`config.mk`:
```
export PLATFORM = sky130hd
export DESIGN_NAME = alarm_event_encoder
export DESIGN_NICKNAME = d
export VERILOG_FILES = /design/src/rtl/alarm_event_encoder.sv
export SDC_FILE = /design/constraint.sdc
export NUM_CORES = 1
export LEC_CHECK = 0
export CORE_ASPECT_RATIO = 0.75
export CORE_UTILIZATION = 36
export CTS_BUF_LIST = sky130_fd_sc_hd__clkbuf_4 sky130_fd_sc_hd__clkbuf_8
export CTS_CLUSTER_SIZE = 16
export DETAILED_ROUTE_END_ITERATION = 12
export GPL_TIMING_DRIVEN = 0
export PLACE_DENSITY = 0.66
export SETUP_SLACK_MARGIN = 0.2
export SLEW_MARGIN = 20
export SYNTH_ARGS = -nofsm -noshare
export SYNTH_HDL_FRONTEND = slang
export SYNTH_SLANG_ARGS = --single-unit
```
`constraint.sdc`:
```
create_clock -name clk -period 3.9 [get_ports clk]
set_clock_uncertainty 0.05 [all_clocks]
set_input_delay 0.39 -clock clk [delete_from_list [all_inputs] [get_ports clk]]
set_output_delay 0.39 -clock clk [all_outputs]
set_load 0.1 [all_outputs]
```
`src/rtl/alarm_event_encoder.sv`:
```
// -----------------------------------------------------------------------------
// alarm_event_encoder
//
// Purpose:
//    Turns rising edges on four level alarm lines into a stream of 3-bit event
//    codes for the alarm distributor. Each zone latches one pending event.
//    Pending events are presented one at a time, with round-robin fairness,
//    through a valid/ready handshake. An edge that arrives while the zone
//    already holds a pending event is lost. Lost events are counted in a
//    saturating counter.
//
// Configuration:
//    ZONE_DEBOUNCE_EN (macro)
//       Undefined (default): edge = zone_in & ~zone_q.
//       Defined: adds a second sample stage zone_qq. A zone must be high for
//       two consecutive samples to count as an edge, so single-cycle glitches
//       are ignored and edge latency grows by one cycle.
//
// Ports:
//    clk         in   1            rising-edge clock
//    rst_n       in   1            asynchronous active-low reset
//    zone_in     in   4            level alarm lines, zones 0..3
//    code        out  3            {1, zone} while code_valid, else 000
//    code_valid  out  1            code holds an event
//    code_ready  in   1            downstream accepts code this cycle
//    pending     out  4            latched events not yet presented
//    drop_cnt    out  DROP_CNT_W   saturating count of lost events
// -----------------------------------------------------------------------------
module alarm_event_encoder #(
   parameter int DROP_CNT_W = 8
) (
   input  logic                  clk,
   input  logic                  rst_n,
   input  logic [3:0]            zone_in,
   output logic [2:0]            code,
   output logic                  code_valid,
   input  logic                  code_ready,
   output logic [3:0]            pending,
   output logic [DROP_CNT_W-1:0] drop_cnt
);

   typedef enum logic {
      ST_IDLE    = 1'b0,
      ST_PRESENT = 1'b1
   } state_t;

   localparam int SUM_W = DROP_CNT_W + 3;
   localparam logic [DROP_CNT_W-1:0] DROP_MAX = {DROP_CNT_W{1'b1}};

   // Number of set bits in a 4-bit mask (0..4)
   function automatic logic [2:0] popcount4(input logic [3:0] v);
      popcount4 = {2'b00, v[0]} + {2'b00, v[1]} + {2'b00, v[2]} + {2'b00, v[3]};
   endfunction

   state_t                  state_r;
   state_t                  state_nxt_s;
   logic [3:0]              zone_q_r;
   logic [3:0]              edge_s;
   logic [3:0]              pending_r;
   logic [3:0]              pending_nxt_s;
   logic [3:0]              clear_s;
   logic [3:0]              drop_mask_s;
   logic [DROP_CNT_W-1:0]   drop_r;
   logic [DROP_CNT_W-1:0]   drop_nxt_s;
   logic [SUM_W-1:0]        drop_sum_s;
   logic [1:0]              last_grant_r;
   logic [1:0]              last_grant_nxt_s;
   logic                    sel_found_s;
   logic [1:0]              sel_zone_s;
   logic [1:0]              cand_s;
   logic [2:0]              code_r;
   logic [2:0]              code_nxt_s;
   logic                    valid_r;
   logic                    valid_nxt_s;

`ifdef ZONE_DEBOUNCE_EN
   logic [3:0]              zone_qq_r;

   // Two-stage input sampling for debounced edge detection
   always_ff @(posedge clk or negedge rst_n) begin
      if (!rst_n) begin
         zone_q_r  <= 4'b0000;
         zone_qq_r <= 4'b0000;
      end else begin
         zone_q_r  <= zone_in;
         zone_qq_r <= zone_q_r;
      end
   end

   // A zone must be high on two consecutive samples, after being low before them
   always_comb begin
      edge_s = zone_in & zone_q_r & ~zone_qq_r;
   end
`else
   // Single-stage input sampling for edge detection
   always_ff @(posedge clk or negedge rst_n) begin
      if (!rst_n) begin
         zone_q_r <= 4'b0000;
      end else begin
         zone_q_r <= zone_in;
      end
   end

   // Rising edge: high now, low on the previous sample
   always_comb begin
      edge_s = zone_in & ~zone_q_r;
   end
`endif

   // Round-robin pick: first pending zone at or after last_grant+1 (mod 4)
   always_comb begin
      sel_found_s = 1'b0;
      sel_zone_s  = 2'b00;
      cand_s      = 2'b00;
      for (int k = 1; k <= 4; k++) begin
         cand_s = last_grant_r + 2'(k);
         if (!sel_found_s && pending_r[cand_s]) begin
            sel_found_s = 1'b1;
            sel_zone_s  = cand_s;
         end else begin
            sel_found_s = sel_found_s;
         end
      end
   end

   // FSM state register
   always_ff @(posedge clk or negedge rst_n) begin
      if (!rst_n) begin
         state_r <= ST_IDLE;
      end else begin
         state_r <= state_nxt_s;
      end
   end

   // FSM next-state logic
   always_comb begin
      state_nxt_s = state_r;
      case (state_r)
         ST_IDLE: begin
            if (pending_r != 4'b0000) begin
               state_nxt_s = ST_PRESENT;
            end else begin
               state_nxt_s = ST_IDLE;
            end
         end
         ST_PRESENT: begin
            if (code_ready) begin
               state_nxt_s = ST_IDLE;
            end else begin
               state_nxt_s = ST_PRESENT;
            end
         end
         default: state_nxt_s = ST_IDLE;
      endcase
   end

   // FSM outputs: next code/valid, pending clear strobe and grant pointer update
   always_comb begin
      code_nxt_s       = code_r;
      valid_nxt_s      = valid_r;
      clear_s          = 4'b0000;
      last_grant_nxt_s = last_grant_r;
      case (state_r)
         ST_IDLE: begin
            // code_ready is ignored here because nothing is presented
            if (sel_found_s) begin
               code_nxt_s          = {1'b1, sel_zone_s};
               valid_nxt_s         = 1'b1;
               clear_s[sel_zone_s] = 1'b1;
            end else begin
               code_nxt_s  = 3'b000;
               valid_nxt_s = 1'b0;
            end
         end
         ST_PRESENT: begin
            if (code_ready) begin
               code_nxt_s       = 3'b000;
               valid_nxt_s      = 1'b0;
               last_grant_nxt_s = code_r[1:0];
            end else begin
               code_nxt_s  = code_r;
               valid_nxt_s = valid_r;
            end
         end
         default: begin
            code_nxt_s  = 3'b000;
            valid_nxt_s = 1'b0;
         end
      endcase
   end

   // Pending set/clear and drop accounting.
   // A new edge always wins over the selection clear. An edge on the zone
   // being selected this cycle is therefore a fresh event, not a drop.
   always_comb begin
      drop_mask_s   = edge_s & pending_r & ~clear_s;
      pending_nxt_s = (pending_r & ~clear_s) | edge_s;
      drop_sum_s    = SUM_W'(drop_r) + SUM_W'(popcount4(drop_mask_s));
      if (drop_sum_s > SUM_W'(DROP_MAX)) begin
         drop_nxt_s = DROP_MAX;
      end else begin
         drop_nxt_s = drop_sum_s[DROP_CNT_W-1:0];
      end
   end

   // Datapath registers
   always_ff @(posedge clk or negedge rst_n) begin
      if (!rst_n) begin
         pending_r    <= 4'b0000;
         drop_r       <= '0;
         last_grant_r <= 2'd3;
         code_r       <= 3'b000;
         valid_r      <= 1'b0;
      end else begin
         pending_r    <= pending_nxt_s;
         drop_r       <= drop_nxt_s;
         last_grant_r <= last_grant_nxt_s;
         code_r       <= code_nxt_s;
         valid_r      <= valid_nxt_s;
      end
   end

   assign code       = code_r;
   assign code_valid = valid_r;
   assign pending    = pending_r;
   assign drop_cnt   = drop_r;

endmodule

```
### Word-level counts from Yosys, hierarchy flattened

Index checks and enable logic that the tools add are counted.

* add/sub/neg operators: 7
* order comparisons: 7
* eq/ne operators: 1
* mux-type cells: 30
* bitwise logic cells: 8
* reductions and logical operators: 9

Operators by type and width (count)
* AND 4 bit: 4
* less-than comparator 2 x 3 -> 1 bit (second input constant): 5
* two-way mux 1 bit: 13
* adder 8 x 3 -> 9 bit: 1
* > comparator 9 x 8 -> 1 bit (second input constant): 1
* binary-select mux 1 bit (select 2 bit): 4
* two-way mux 2 bit: 4
* two-way mux 4 bit: 2
* two-way mux 8 bit: 1
* NOT 4 bit: 2
* two-way mux 3 bit: 2
* one-hot mux 3 bit (2 select lines): 1
* adder 2 bit (second input constant): 2
* logical AND 1 bit: 4
* bitwise OR 4 bit: 1
* one-hot mux 1 bit (2 select lines): 2
* nonzero test 4 bit: 1
* adder 2 x 1 -> 3 bit: 1
* adder 3 x 1 -> 3 bit: 1
* zero test 1 bit: 3
* adder 1 x 1 -> 2 bit: 1
* adder 2 x 1 -> 2 bit (second input constant): 1
* demux 1 bit (select 2 bit): 1
* greater-or-equal comparator 2 x 1 -> 1 bit (second input constant): 1
* other kinds (3): 3

* register bits: 23
* output and inout port bits: 16
* word-level logic and storage cells: 69

### Longest topological paths before layout

Gate-level depths: netlist (run 1).

* depth after elaboration: 27
* gate-level depth with buffers: 12
* mapped depth without buffers: 12

### Least setup slack after synthesis (run 1)

OpenSTA, ideal clock, no wires.

* path kind: register to register
* start: register pending_r[1] (netlist: pending[1])
* end: register drop_r[6] (netlist: drop_cnt[6])
* library setup time: 170 ps
* arrival time: 3590 ps
* slack: 90 ps
* stages on the path, launching flop included: 13
* path buffers: 0
* clock period less this slack: 3810 ps
* path through: dfrtp_1 -> nor2b_1 -> a21oi_1 -> o221ai_2 -> o21ai_1 -> or3_1 -> fa_1 -> fa_1 -> inv_2 -> fa_1 -> and3_1 -> and2_1 -> a21oi_1

* longest elaborated chain between the ends: 26
* elaborated cells between the ends (all ways): 38
* classes of those cells: 4 x add/sub; 3 x order compare; 21 x mux; 3 x bitwise; 7 x reduce/logical

RTL lines
* start, declared: RTL line 59 `logic [3:0] pending_r;`
* start signal, assigned: RTL line 215 `pending_r <= pending_nxt_s;`
* binary-select mux 1 bit (select 2 bit): RTL line 117 `if (!sel_found_s && pending_r[cand_s]) begin`
* two-way mux 1 bit (not written as such): RTL line 117
* two-way mux 1 bit: RTL line 117
* zero test 1 bit: RTL line 117
* logical AND 1 bit: RTL line 117
* two-way mux 1 bit: RTL line 117
* zero test 1 bit: RTL line 117
* logical AND 1 bit: RTL line 117
* [... 11 more ...]
* AND 4 bit (*): RTL line 196 `drop_mask_s = edge_s & pending_r & ~clear_s;`
* adder 1 x 1 -> 2 bit: RTL line 52 `popcount4 = {2'b00, v[0]} + {2'b00, v[1]} + {2'b00, v[2]} + {2'b00, v[3]};`
* adder 2 x 1 -> 3 bit: RTL line 52
* adder 3 x 1 -> 3 bit (*): RTL line 52
* adder 8 x 3 -> 9 bit (*): RTL line 198 `drop_sum_s = SUM_W'(drop_r) + SUM_W'(popcount4(drop_mask_s));`
* > comparator 9 x 8 -> 1 bit: RTL line 199 `if (drop_sum_s > SUM_W'(DROP_MAX)) begin`
* two-way mux 8 bit (*): RTL line 199
* named net drop_nxt_s[6]: RTL line 64 `logic [DROP_CNT_W-1:0] drop_nxt_s;`
* end signal, assigned: RTL line 216 `drop_r <= drop_nxt_s;`
* end, declared: RTL line 63 `logic [DROP_CNT_W-1:0] drop_r;`

Mark *: on every way through the listed nets, which the timed path passes. The rest lies on a longest branch. The select of a mux whose other input is x is not followed.
A chain may end at the register's enable or synchronous reset.

### Worst setup path in the final report (run 1)

* start: register pending_r[2] (netlist: pending[2])
* end: register drop_r[3] (netlist: drop_cnt[3])

Same word-level chain as after synthesis.

==> run_summary.xml, run 1 <==
<?xml version="1.0" encoding="UTF-8"?>
<metrics>
  <group name="status">
    <metric name="status" unit="">finished clean</metric>
  </group>
  <group name="cts">
    <metric name="worst_skew_pair.late_latency" unit="ns">0.26</metric>
    <metric name="clock_sinks" unit="">22</metric>
    <metric name="cts-buffers-inserted" unit="">3</metric>
    <metric name="cts.repair_timing.setup_buffer_count" unit="">0</metric>
    <metric name="cts-htree-levels" unit="">1</metric>
    <metric name="clockBufferDepth" unit="">2</metric>
    <metric name="cts_tree" unit="">yes</metric>
    <metric name="clk_pin_slew_worst_paths" unit="ns">0.08</metric>
    <metric name="cts-root-buf" unit="">sky130_fd_sc_hd__clkbuf_8</metric>
  </group>
  <group name="global_route">
    <metric name="antenna_found_initial" unit="">0</metric>
    <metric name="grtUsageTotal" unit="%">15.1</metric>
    <metric name="gr-total-overflow" unit="">0</metric>
    <metric name="maximum_number_of_pins_on_one_net_before_global_route_repair" unit="">23</metric>
    <metric name="via_count_of_the_first_global_routing_pass" unit="">765</metric>
    <metric name="grt_first_pass_wirelength" unit="um">3620</metric>
  </group>
  <group name="route">
    <metric name="wl_per_cell" unit="um">13.7</metric>
    <metric name="dr_total_vias" unit="">817</metric>
    <metric name="routedLengthMet1" unit="um">1100</metric>
    <metric name="top_layer" unit="">met4</metric>
    <metric name="detailroute.wirelength.met3" unit="um">111</metric>
    <metric name="final_antenna_net_count" unit="">0</metric>
    <metric name="detail_route.iter0.violations" unit="">23</metric>
    <metric name="post-route-drc-count" unit="">0</metric>
    <metric name="wl" unit="um">2180</metric>
    <metric name="vias_per_cell" unit="">5.14</metric>
    <metric name="detailroute.wirelength.met2" unit="um">947</metric>
    <metric name="dr.pass1.iters" unit="">4</metric>
  </group>
  <group name="die">
    <metric name="dieHeight" unit="um">49.3</metric>
    <metric name="rows" unit="">16</metric>
    <metric name="chip_width" unit="um">65.0</metric>
    <metric name="die_area" unit="um2">3200</metric>
    <metric name="initial_cell_density_of_the_core" unit="%">39.4</metric>
    <metric name="placeableCoreArea" unit="um2">2720</metric>
    <metric name="floorplan.io_pins" unit="">23</metric>
  </group>
  <group name="layout">
    <metric name="final.fill_count" unit="">272</metric>
    <metric name="antennaDiodeCount" unit="">0</metric>
    <metric name="areaGrowthSynthToFinish" unit="%">32.4</metric>
    <metric name="post_layout_nonfiller_instances" unit="">159</metric>
    <metric name="multi_input_gate_area_in_the_final_layout" unit="um2">493</metric>
    <metric name="finish.net_count" unit="">135</metric>
    <metric name="final_cell_mix" unit="">sky130_fd_sc_hd__clkdlybuf4s50_1 (21), sky130_fd_sc_hd__dfrtp_1 (16), sky130_fd_sc_hd__nand2_1 (8)</metric>
    <metric name="drive_gt1_share" unit="%">13.8</metric>
    <metric name="regArea" unit="um2">558</metric>
    <metric name="layout.cells.most_common" unit="">sky130_fd_sc_hd__clkdlybuf4s50_1</metric>
  </group>
  <group name="setup_path">
    <metric name="timing.critical_path.fanout_max" unit="">6</metric>
    <metric name="worst-endpoint-arrival" unit="ns">3.58</metric>
    <metric name="criticalPathCategory" unit="">flip-flop to flip-flop</metric>
    <metric name="worstSetupEndpointType" unit="">flip-flop</metric>
    <metric name="critPathRequiredTime" unit="ns">4.04</metric>
    <metric name="startpoint_type" unit="">flip-flop</metric>
    <metric name="r2r_cells" unit="">12</metric>
  </group>
  <group name="timing">
    <metric name="report.final.hold_viol_count" unit="">0</metric>
    <metric name="count_of_final_setup_violators" unit="">0</metric>
    <metric name="maxSlewViolCount" unit="">0</metric>
    <metric name="slew-limit-headroom" unit="%">34.3</metric>
    <metric name="fin_crit" unit="ns">3.43</metric>
    <metric name="tightestPinTransition" unit="ns">0.982</metric>
    <metric name="final_critical_path_setup_slack" unit="ns">0.469</metric>
    <metric name="finalSetupTns" unit="ns">0</metric>
    <metric name="setup_repair_after_global_routing_missed_its_margin" unit="">false</metric>
    <metric name="maxClockFrequency" unit="MHz">291</metric>
    <metric name="fin_crit_sh" unit="%">88.0</metric>
  </group>
  <group name="synthesis">
    <metric name="post-synth-top-area-cell" unit="">sky130_fd_sc_hd__dfrtp_1</metric>
    <metric name="synth_seq_cells" unit="">22</metric>
    <metric name="synth-warning-count" unit="">0</metric>
    <metric name="top_area_cells_in_the_synthesized_netlist" unit="">sky130_fd_sc_hd__dfrtp_1 (47%), sky130_fd_sc_hd__fa_1 (5.6%), sky130_fd_sc_hd__dfstp_2 (4.9%)</metric>
    <metric name="syn-mean-instance-area" unit="um2">11.1</metric>
    <metric name="number_of_nets_produced_by_synthesis" unit="">108</metric>
    <metric name="synth_instances" unit="">97</metric>
    <metric name="yosys.area.top_type_share" unit="%">46.7</metric>
    <metric name="synth_cell_type_count" unit="">31</metric>
    <metric name="ys_seq_area_share" unit="%">51.6</metric>
    <metric name="syn-cell-area" unit="um2">1070</metric>
  </group>
  <group name="place">
    <metric name="io_buffers" unit="">22</metric>
    <metric name="dp.final_hpwl" unit="um">1560</metric>
    <metric name="dp.cells" unit="">155</metric>
    <metric name="dp_slack" unit="ns">0.337</metric>
    <metric name="place_congestion" unit="">0.761</metric>
  </group>
  <group name="run">
    <metric name="max_cap_viol_count" unit="">0</metric>
  </group>
  <group name="hold_path">
    <metric name="hold_class" unit="">primary input to async pin</metric>
  </group>
</metrics>
==> cell families (layout without fill, tap and decap cells) <==
logic type	after synthesis	in the layout	share of synthesized area, %
simple gates	33	33	17.3
compound gates	24	24	16.0
flops	22	22	51.6
fa+ha+maj	4	4	6.77
buf+inv	9	35	3.50
mux	5	5	4.90
==> critical path: stages, from the launching register on <==
cell	delay (ns)
sky130_fd_sc_hd__dfrtp_2	0.47
sky130_fd_sc_hd__nor4_4	0.35
sky130_fd_sc_hd__nor2_1	0.14
sky130_fd_sc_hd__nand4_1	0.17
sky130_fd_sc_hd__o21ai_1	0.10
sky130_fd_sc_hd__or3_1	0.36
sky130_fd_sc_hd__fa_1	0.48
sky130_fd_sc_hd__fa_1	0.44
sky130_fd_sc_hd__inv_2	0.08
sky130_fd_sc_hd__fa_2	0.24
sky130_fd_sc_hd__and3_1	0.21
sky130_fd_sc_hd__nand3_1	0.17
sky130_fd_sc_hd__o21ai_1	0.12
==> sequential cells by signal (all words and copies together), names as in the netlist <==
signal        cells
drop_cnt          8
pending           4
zone_q_r          4
code              3
last_grant_r      2
state_r           1
==> what timing repair did <==
item | in CTS | in global routing
endpoints found under the hold margin | 0 | 0
hold buffers | 0 | 0
setup endpoints to repair | 0 | 6
resized for setup | 0 | 5
==> stage by stage <==
stage | cell area [um2] | hold slack [ns] | util [%]
2_1_floorplan | 1070 | 0.0444 | -
3_3_place_gp | 1340 | 0.386 | 49.2
3_5_place_dp | 1340 | 0.397 | 49.2
4_1_cts | 1410 | 0.408 | 51.8
5_1_grt | 1420 | 0.0613 | 52.2
6_report | 1420 | 0.0306 | 52.2
==> per-layer routing <==
layer	vias up	track usage, %
met5	-	0
met4	0	3.26
met3	2	5.84
met2	16	21.7
met1	395	21.4
li1	404	-
==> synth_stat cells <==
master,count
sky130_fd_sc_hd__a22o_1,3
sky130_fd_sc_hd__or3_1,2
sky130_fd_sc_hd__nand2_1,8
sky130_fd_sc_hd__or3b_1,1
sky130_fd_sc_hd__nand3_1,3
sky130_fd_sc_hd__mux2i_1,3
sky130_fd_sc_hd__o221ai_2,1
sky130_fd_sc_hd__a21o_1,3
sky130_fd_sc_hd__nand4_1,5
sky130_fd_sc_hd__a31oi_1,1
sky130_fd_sc_hd__mux2_1,2
sky130_fd_sc_hd__nor4_2,1
sky130_fd_sc_hd__nor2b_1,3
sky130_fd_sc_hd__a21oi_1,5
sky130_fd_sc_hd__ha_1,1
sky130_fd_sc_hd__dfrtp_1,20
sky130_fd_sc_hd__inv_2,1
sky130_fd_sc_hd__nor3_1,1
sky130_fd_sc_hd__o21a_1,2
sky130_fd_sc_hd__nand2b_1,2
sky130_fd_sc_hd__a311oi_2,1
sky130_fd_sc_hd__o21ai_1,5
sky130_fd_sc_hd__and3_1,4
sky130_fd_sc_hd__buf_4,1
sky130_fd_sc_hd__dfstp_2,2
sky130_fd_sc_hd__and2_1,1
sky130_fd_sc_hd__inv_1,7
sky130_fd_sc_hd__o21ai_0,2
sky130_fd_sc_hd__fa_1,3
sky130_fd_sc_hd__o221a_1,1
sky130_fd_sc_hd__nor2_1,2
==> path summary, 6_finish.rpt <==
kind | endpoint | slack [ns] | startpoint
worst min-delay path | zone_q_r[0] | 0.03 | rst_n
max in group asynchronous | pending[3] | 3.40 | rst_n
min in group clk | pending[2] | 0.41 | zone_q_r[2]
worst min register to register | pending[2] | 0.41 | zone_q_r[2]
worst max register to register | drop_cnt[3] | 0.47 | pending[2]
worst max-delay path | drop_cnt[3] | 0.47 | pending[2]
==> area by class of cell <==
cell class / instances / area share [%]
sequential: 22 / 39.3
multi-input combinational: 66 / 34.7
timing repair buffer: 22 / 15.2
tap: 36 / 3.17
clock buffer: 3 / 2.91
clock inverter: 1 / 2.11
inverter: 8 / 2.11
buffer: 1 / 0.529
Power of run 1 is left out: the tool's default activity adds up to more than one toggle a clock period on the data nets, which glitch-free logic cannot reach.
==> run 2, diff against run 1 <==
--- a/config.mk
+++ b/config.mk
@@ -6,12 +6,12 @@
 export NUM_CORES = 1
 export LEC_CHECK = 0
 export CORE_ASPECT_RATIO = 0.75
-export CORE_UTILIZATION = 36
+export CORE_UTILIZATION = 30
 export CTS_BUF_LIST = sky130_fd_sc_hd__clkbuf_4 sky130_fd_sc_hd__clkbuf_8
 export CTS_CLUSTER_SIZE = 16
 export DETAILED_ROUTE_END_ITERATION = 12
 export GPL_TIMING_DRIVEN = 0
-export PLACE_DENSITY = 0.66
+export PLACE_DENSITY = 0.58
 export SETUP_SLACK_MARGIN = 0.2
 export SLEW_MARGIN = 20
 export SYNTH_ARGS = -nofsm -noshare
==> run 2 against run 1 <==
  * The run now ends with DRC left
  * Critical path type unchanged
  * Die area grew 19%
  * Design area shrank 0.97%
  * Cell count grew 2.5%
  * Wire length grew 8.2%
  * Critical endpoint unchanged
  * Register-to-register slack lost 0.03 ns
  * Global-route usage shrank 1.6 points
  * Clock-buffer cell count grew 1
  * Core utilization shrank 10 points
  * Fmax shrank 0.75%
==> run_summary.xml, run 2 (synthesized netlist as in run 1, its figures left out) <==
<?xml version="1.0" encoding="UTF-8"?>
<metrics>
  <group name="layout">
    <metric name="finish.net_count" unit="">135</metric>
    <metric name="drive_gt1_share" unit="%">12.2</metric>
    <metric name="final_cell_mix" unit="">sky130_fd_sc_hd__clkdlybuf4s50_1 (21), sky130_fd_sc_hd__dfrtp_1 (18), sky130_fd_sc_hd__nand2_1 (8)</metric>
    <metric name="post_layout_nonfiller_instances" unit="">163</metric>
    <metric name="areaGrowthSynthToFinish" unit="%">31.2</metric>
    <metric name="finalCoreUtilization" unit="%">41.9</metric>
    <metric name="layout.cells.most_common" unit="">sky130_fd_sc_hd__clkdlybuf4s50_1</metric>
    <metric name="number_of_flip_flops_in_the_largest_register" unit="">8</metric>
    <metric name="antennaDiodeCount" unit="">0</metric>
    <metric name="final.fill_count" unit="">329</metric>
  </group>
  <group name="global_route">
    <metric name="via_count_of_the_first_global_routing_pass" unit="">784</metric>
    <metric name="grtUsageTotal" unit="%">13.5</metric>
    <metric name="grt_first_pass_wirelength" unit="um">3820</metric>
    <metric name="antenna_found_initial" unit="">0</metric>
    <metric name="maximum_number_of_pins_on_one_net_before_global_route_repair" unit="">23</metric>
    <metric name="gr-total-overflow" unit="">0</metric>
  </group>
  <group name="route">
    <metric name="dr.pass1.iters" unit="">8</metric>
    <metric name="routedLengthMet1" unit="um">1140</metric>
    <metric name="detailroute.wirelength.met3" unit="um">80</metric>
    <metric name="final_antenna_net_count" unit="">0</metric>
    <metric name="detail_route.iter0.violations" unit="">33</metric>
    <metric name="vias_per_cell" unit="">5.22</metric>
    <metric name="detailroute.wirelength.met2" unit="um">1120</metric>
    <metric name="wl_per_cell" unit="um">14.4</metric>
    <metric name="dr_total_vias" unit="">851</metric>
    <metric name="post-route-drc-count" unit="">4</metric>
    <metric name="top_layer" unit="">met4</metric>
    <metric name="wl" unit="um">2350</metric>
  </group>
  <group name="cts">
    <metric name="worst_skew_pair.late_latency" unit="ns">0.27</metric>
    <metric name="cts.repair_timing.setup_buffer_count" unit="">0</metric>
    <metric name="cts-buffers-inserted" unit="">3</metric>
    <metric name="clock_sinks" unit="">22</metric>
    <metric name="cts-htree-levels" unit="">1</metric>
    <metric name="clk_pin_slew_worst_paths" unit="ns">0.09</metric>
    <metric name="clockBufferDepth" unit="">2</metric>
    <metric name="cts-root-buf" unit="">sky130_fd_sc_hd__clkbuf_8</metric>
    <metric name="cts_tree" unit="">yes</metric>
  </group>
  <group name="timing">
    <metric name="fin_crit" unit="ns">3.46</metric>
    <metric name="slew-limit-headroom" unit="%">34.6</metric>
    <metric name="fin_crit_sh" unit="%">88.6</metric>
    <metric name="maxSlewViolCount" unit="">0</metric>
    <metric name="final_critical_path_setup_slack" unit="ns">0.443</metric>
    <metric name="tightestPinTransition" unit="ns">0.977</metric>
    <metric name="report.final.hold_viol_count" unit="">0</metric>
    <metric name="count_of_final_setup_violators" unit="">0</metric>
    <metric name="setup_repair_after_global_routing_missed_its_margin" unit="">false</metric>
    <metric name="finalSetupTns" unit="ns">0</metric>
    <metric name="maxClockFrequency" unit="MHz">289</metric>
  </group>
  <group name="die">
    <metric name="initial_cell_density_of_the_core" unit="%">32.0</metric>
    <metric name="dieHeight" unit="um">53.8</metric>
    <metric name="placeableCoreArea" unit="um2">3360</metric>
    <metric name="floorplan.io_pins" unit="">23</metric>
    <metric name="rows" unit="">18</metric>
    <metric name="die_area" unit="um2">3820</metric>
    <metric name="chip_width" unit="um">71.0</metric>
  </group>
  <group name="place">
    <metric name="dp.final_hpwl" unit="um">1670</metric>
    <metric name="io_buffers" unit="">22</metric>
    <metric name="dp_slack" unit="ns">0.353</metric>
    <metric name="place_congestion" unit="">0.764</metric>
    <metric name="dp.cells" unit="">159</metric>
  </group>
  <group name="setup_path">
    <metric name="r2r_setup_slack" unit="ns">0.44</metric>
    <metric name="worstReg2RegStart" unit="">pending[3]</metric>
    <metric name="timing.critical_path.fanout_max" unit="">7</metric>
    <metric name="worstSetupEndpointType" unit="">flip-flop</metric>
    <metric name="cp_capture_point" unit="">drop_cnt[3]</metric>
    <metric name="worstReg2RegEnd" unit="">drop_cnt[3]</metric>
    <metric name="r2r_cells" unit="">12</metric>
    <metric name="worst-endpoint-arrival" unit="ns">3.61</metric>
    <metric name="startpoint_type" unit="">flip-flop</metric>
    <metric name="criticalPathCategory" unit="">flip-flop to flip-flop</metric>
    <metric name="critPathRequiredTime" unit="ns">4.05</metric>
    <metric name="timing.critical_path.from" unit="">pending[3]</metric>
  </group>
  <group name="status">
    <metric name="status" unit="">finished, violations left</metric>
    <metric name="failed_checks" unit="">DRC</metric>
  </group>
  <group name="hold_path">
    <metric name="hold_class" unit="">primary input to async pin</metric>
  </group>
  <group name="run">
    <metric name="max_cap_viol_count" unit="">0</metric>
  </group>
</metrics>
run 2: repair_timing:
item	in CTS	in global routing
gates resized for setup	0	3
hold buffers	0	0
setup endpoints to repair	0	5
run 2: through the flow:
stage	hold slack [ns]	instance area, um2
6_report	0.0147	1410
5_1_grt	0.0579	1410
4_1_cts	0.416	1400
3_5_place_dp	0.393	1340
3_3_place_gp	0.386	1340
2_1_floorplan	0.0444	1070
run 2: layout make-up:
| cell class | count | area [um2] | area share (%) |
|---|---|---|---|
| Inverter | 8 | 30.0 | 2.14 |
| Tap cell | 40 | 50.0 | 3.56 |
| Multi-Input combinational cell | 66 | 493 | 35.1 |
| Buffer | 1 | 7.51 | 0.534 |
| Clock buffer | 4 | 55.1 | 3.91 |
| Sequential cell | 22 | 556 | 39.5 |
| Timing Repair Buffer | 22 | 215 | 15.3 |
run 2: worst min path at each step:
stage / startpoint / end / slack, ns / cells past startpoint
detailed placement: zone_q_r[2] / pending[2] / 0.39 / 1
global route: rst_n / drop_cnt[3] / 0.06 / 1
floorplan: rst_n / code[0] / 0.04 / 0
global placement: zone_q_r[2] / pending[2] / 0.39 / 1
finish: rst_n / code[0] / 0.01 / 1
CTS: zone_q_r[3] / pending[3] / 0.42 / 1
run 2: layer usage:
layer,global-route usage (%),vias up
li1,-,402
met1,18.7,430
met2,21.8,17
met3,3.93,2
met4,2.00,0
met5,0,-
run 2: critical path, stage by stage (launching register included):
cell                      delay [ns]
sky130_fd_sc_hd__dfrtp_1        0.48
sky130_fd_sc_hd__nor4_4         0.34
sky130_fd_sc_hd__nor2_1         0.13
sky130_fd_sc_hd__nand4_1        0.17
sky130_fd_sc_hd__o21ai_1        0.11
sky130_fd_sc_hd__or3_1          0.37
sky130_fd_sc_hd__fa_1           0.48
sky130_fd_sc_hd__fa_1           0.44
sky130_fd_sc_hd__inv_2          0.08
sky130_fd_sc_hd__fa_2           0.25
sky130_fd_sc_hd__and3_1         0.20
sky130_fd_sc_hd__nand3_1        0.16
sky130_fd_sc_hd__o21ai_1        0.13
Power of run 2 is left out for the same reason.
==> run 3, diff against run 2 <==
--- a/config.mk
+++ b/config.mk
@@ -11,7 +11,6 @@
 export CTS_CLUSTER_SIZE = 16
 export DETAILED_ROUTE_END_ITERATION = 12
 export GPL_TIMING_DRIVEN = 0
-export PLACE_DENSITY = 0.58
 export SETUP_SLACK_MARGIN = 0.2
 export SLEW_MARGIN = 20
 export SYNTH_ARGS = -nofsm -noshare
==> run 3 against run 2 <==
  * The run still ends with DRC left
  * Register-to-register slack got worse by 0.06 ns
  * Design area decreased by 0.27%
  * Worst setup slack worse by 0.064 ns
  * Global-route usage is 1.6 points lower
  * Core utilization fell by 0.11 points
  * First-iteration DRC count increased by 21%
  * Critical path type unchanged
  * Largest cell class unchanged
==> run_summary.xml, run 3 (synthesized netlist as in run 1, its figures left out) <==
<?xml version="1.0" encoding="UTF-8"?>
<metrics>
  <group name="layout">
    <metric name="final.fill_count" unit="">306</metric>
    <metric name="finalCoreUtilization" unit="%">41.8</metric>
    <metric name="final_design_area_no_fill" unit="um2">1400</metric>
    <metric name="number_of_flip_flops_in_the_largest_register" unit="">8</metric>
    <metric name="layout.cells.most_common" unit="">sky130_fd_sc_hd__clkdlybuf4s50_1</metric>
    <metric name="antennaDiodeCount" unit="">0</metric>
    <metric name="finish.net_count" unit="">135</metric>
    <metric name="drive_gt1_share" unit="%">10.6</metric>
    <metric name="final_cell_mix" unit="">sky130_fd_sc_hd__clkdlybuf4s50_1 (21), sky130_fd_sc_hd__dfrtp_1 (19), sky130_fd_sc_hd__nand2_1 (8)</metric>
    <metric name="areaGrowthSynthToFinish" unit="%">30.8</metric>
  </group>
  <group name="cts">
    <metric name="cts-buffers-inserted" unit="">3</metric>
    <metric name="worst_skew_pair.late_latency" unit="ns">0.26</metric>
    <metric name="clockBufferDepth" unit="">2</metric>
    <metric name="cts-root-buf" unit="">sky130_fd_sc_hd__clkbuf_8</metric>
    <metric name="cts.repair_timing.setup_buffer_count" unit="">0</metric>
    <metric name="clk_pin_slew_worst_paths" unit="ns">0.08</metric>
    <metric name="cts-htree-levels" unit="">1</metric>
    <metric name="clock_sinks" unit="">22</metric>
    <metric name="cts_tree" unit="">yes</metric>
  </group>
  <group name="place">
    <metric name="io_buffers" unit="">22</metric>
    <metric name="dp_slack" unit="ns">0.355</metric>
    <metric name="place_congestion" unit="">0.762</metric>
    <metric name="placement.cell_area" unit="um2">1340</metric>
    <metric name="dp.final_hpwl" unit="um">1650</metric>
  </group>
  <group name="setup_path">
    <metric name="startpoint_type" unit="">flip-flop</metric>
    <metric name="critPathRequiredTime" unit="ns">4.05</metric>
    <metric name="worstSetupEndpointType" unit="">flip-flop</metric>
    <metric name="worst-endpoint-arrival" unit="ns">3.67</metric>
    <metric name="timing.critical_path.fanout_max" unit="">7</metric>
    <metric name="criticalPathCategory" unit="">flip-flop to flip-flop</metric>
  </group>
  <group name="die">
    <metric name="placeableCoreArea" unit="um2">3360</metric>
    <metric name="floorplan.io_pins" unit="">23</metric>
    <metric name="chip_width" unit="um">71.0</metric>
    <metric name="rows" unit="">18</metric>
    <metric name="initial_cell_density_of_the_core" unit="%">32.0</metric>
    <metric name="die_area" unit="um2">3820</metric>
    <metric name="dieHeight" unit="um">53.8</metric>
  </group>
  <group name="global_route">
    <metric name="grt_met1_use" unit="%">15.4</metric>
    <metric name="grt_busiest_layer" unit="">met2</metric>
    <metric name="antenna_found_initial" unit="">0</metric>
    <metric name="met2_usage" unit="%">20.4</metric>
    <metric name="grtUsageTotal" unit="%">11.9</metric>
    <metric name="grt_use_met3" unit="%">3.00</metric>
    <metric name="maximum_number_of_pins_on_one_net_before_global_route_repair" unit="">23</metric>
    <metric name="grt_first_pass_wirelength" unit="um">3460</metric>
    <metric name="via_count_of_the_first_global_routing_pass" unit="">768</metric>
    <metric name="gr-total-overflow" unit="">0</metric>
  </group>
  <group name="timing">
    <metric name="maxClockFrequency" unit="MHz">284</metric>
    <metric name="maxSlewViolCount" unit="">0</metric>
    <metric name="fin_crit" unit="ns">3.52</metric>
    <metric name="setup_repair_after_global_routing_missed_its_margin" unit="">false</metric>
    <metric name="finalSetupTns" unit="ns">0</metric>
    <metric name="report.final.hold_viol_count" unit="">0</metric>
    <metric name="tightestPinTransition" unit="ns">0.968</metric>
    <metric name="slew-limit-headroom" unit="%">35.3</metric>
    <metric name="count_of_final_setup_violators" unit="">0</metric>
    <metric name="final_critical_path_setup_slack" unit="ns">0.379</metric>
    <metric name="fin_crit_sh" unit="%">90.3</metric>
  </group>
  <group name="status">
    <metric name="status" unit="">finished, violations left</metric>
    <metric name="failed_checks" unit="">DRC</metric>
  </group>
  <group name="hold_path">
    <metric name="hold_class" unit="">primary input to async pin</metric>
  </group>
  <group name="route">
    <metric name="vias_per_cell" unit="">5.18</metric>
    <metric name="post-route-drc-count" unit="">2</metric>
    <metric name="dr.pass1.iters" unit="">9</metric>
    <metric name="wl" unit="um">2130</metric>
    <metric name="final_antenna_net_count" unit="">0</metric>
    <metric name="dr_total_vias" unit="">844</metric>
    <metric name="detail_route.iter0.violations" unit="">40</metric>
    <metric name="wl_per_cell" unit="um">13.0</metric>
  </group>
  <group name="run">
    <metric name="max_cap_viol_count" unit="">0</metric>
  </group>
</metrics>
-- run 3: cell types whose count changed in the layout (fill, tap and decap cells not counted) --
cell	previous run	this run
sky130_fd_sc_hd__dfrtp_1	18	19
sky130_fd_sc_hd__dfrtp_2	2	1
sky130_fd_sc_hd__fa_1	2	3
sky130_fd_sc_hd__fa_2	1	0
-- run 3: path summary, 6_finish.rpt --
path / start / to / slack, ns / depth (start not counted)
worst max-delay path: pending[3] / drop_cnt[3] / 0.38 / 12
worst min-delay path: rst_n / drop_cnt[6] / 0.02 / 1
worst max register to register: pending[3] / drop_cnt[3] / 0.38 / 12
worst min register to register: zone_q_r[2] / pending[2] / 0.40 / 1
max in group asynchronous: rst_n / last_grant_r[0] / 3.42 / 1
min in group clk: zone_q_r[2] / pending[2] / 0.40 / 1
-- run 3: metal layers --
metal  vias to the layer above  share of wire, %  wire length, um
met1                       421                50             1070
met5                         -                 0                0
li1                        403                 -                -
met2                        20                47              998
met3                         0               2.8               60
met4                         0                 0                0
-- run 3: cell type report --
cell class	instances	area (um2)	share of cell area [%]
Multi-Input combinational cell	66	490	35.0
Tap cell	40	50.0	3.57
Clock buffer	4	55.1	3.93
Buffer	1	7.51	0.535
Inverter	8	30.0	2.14
Sequential cell	22	554	39.5
Timing Repair Buffer	22	215	15.3
-- run 3: repair_timing --
item                                   4_1_cts  5_1_grt
hold buffers                                 0        0
endpoints found under the hold margin        0        0
resized for setup                            0        1
setup endpoints to repair                    0        4
-- run 3: per-stage QoR --
step	std cells	hold slack, ns
after floorplan	97	0.0444
after global placement	159	0.386
after detailed placement	159	0.395
after CTS	163	0.405
after global routing	163	0.0710
final	163	0.0218
-- run 3: worst max-delay path, cell delays in order (launching register included) --
cell,delay [ns]
sky130_fd_sc_hd__dfrtp_1,0.48
sky130_fd_sc_hd__nor4_4,0.36
sky130_fd_sc_hd__nor2_1,0.15
sky130_fd_sc_hd__nand4_1,0.20
sky130_fd_sc_hd__o21ai_1,0.10
sky130_fd_sc_hd__or3_1,0.36
sky130_fd_sc_hd__fa_1,0.47
sky130_fd_sc_hd__fa_1,0.44
sky130_fd_sc_hd__inv_2,0.07
sky130_fd_sc_hd__fa_1,0.26
sky130_fd_sc_hd__and3_1,0.21
sky130_fd_sc_hd__nand3_1,0.17
sky130_fd_sc_hd__o21ai_1,0.12
Power of run 3 is left out for the same reason.
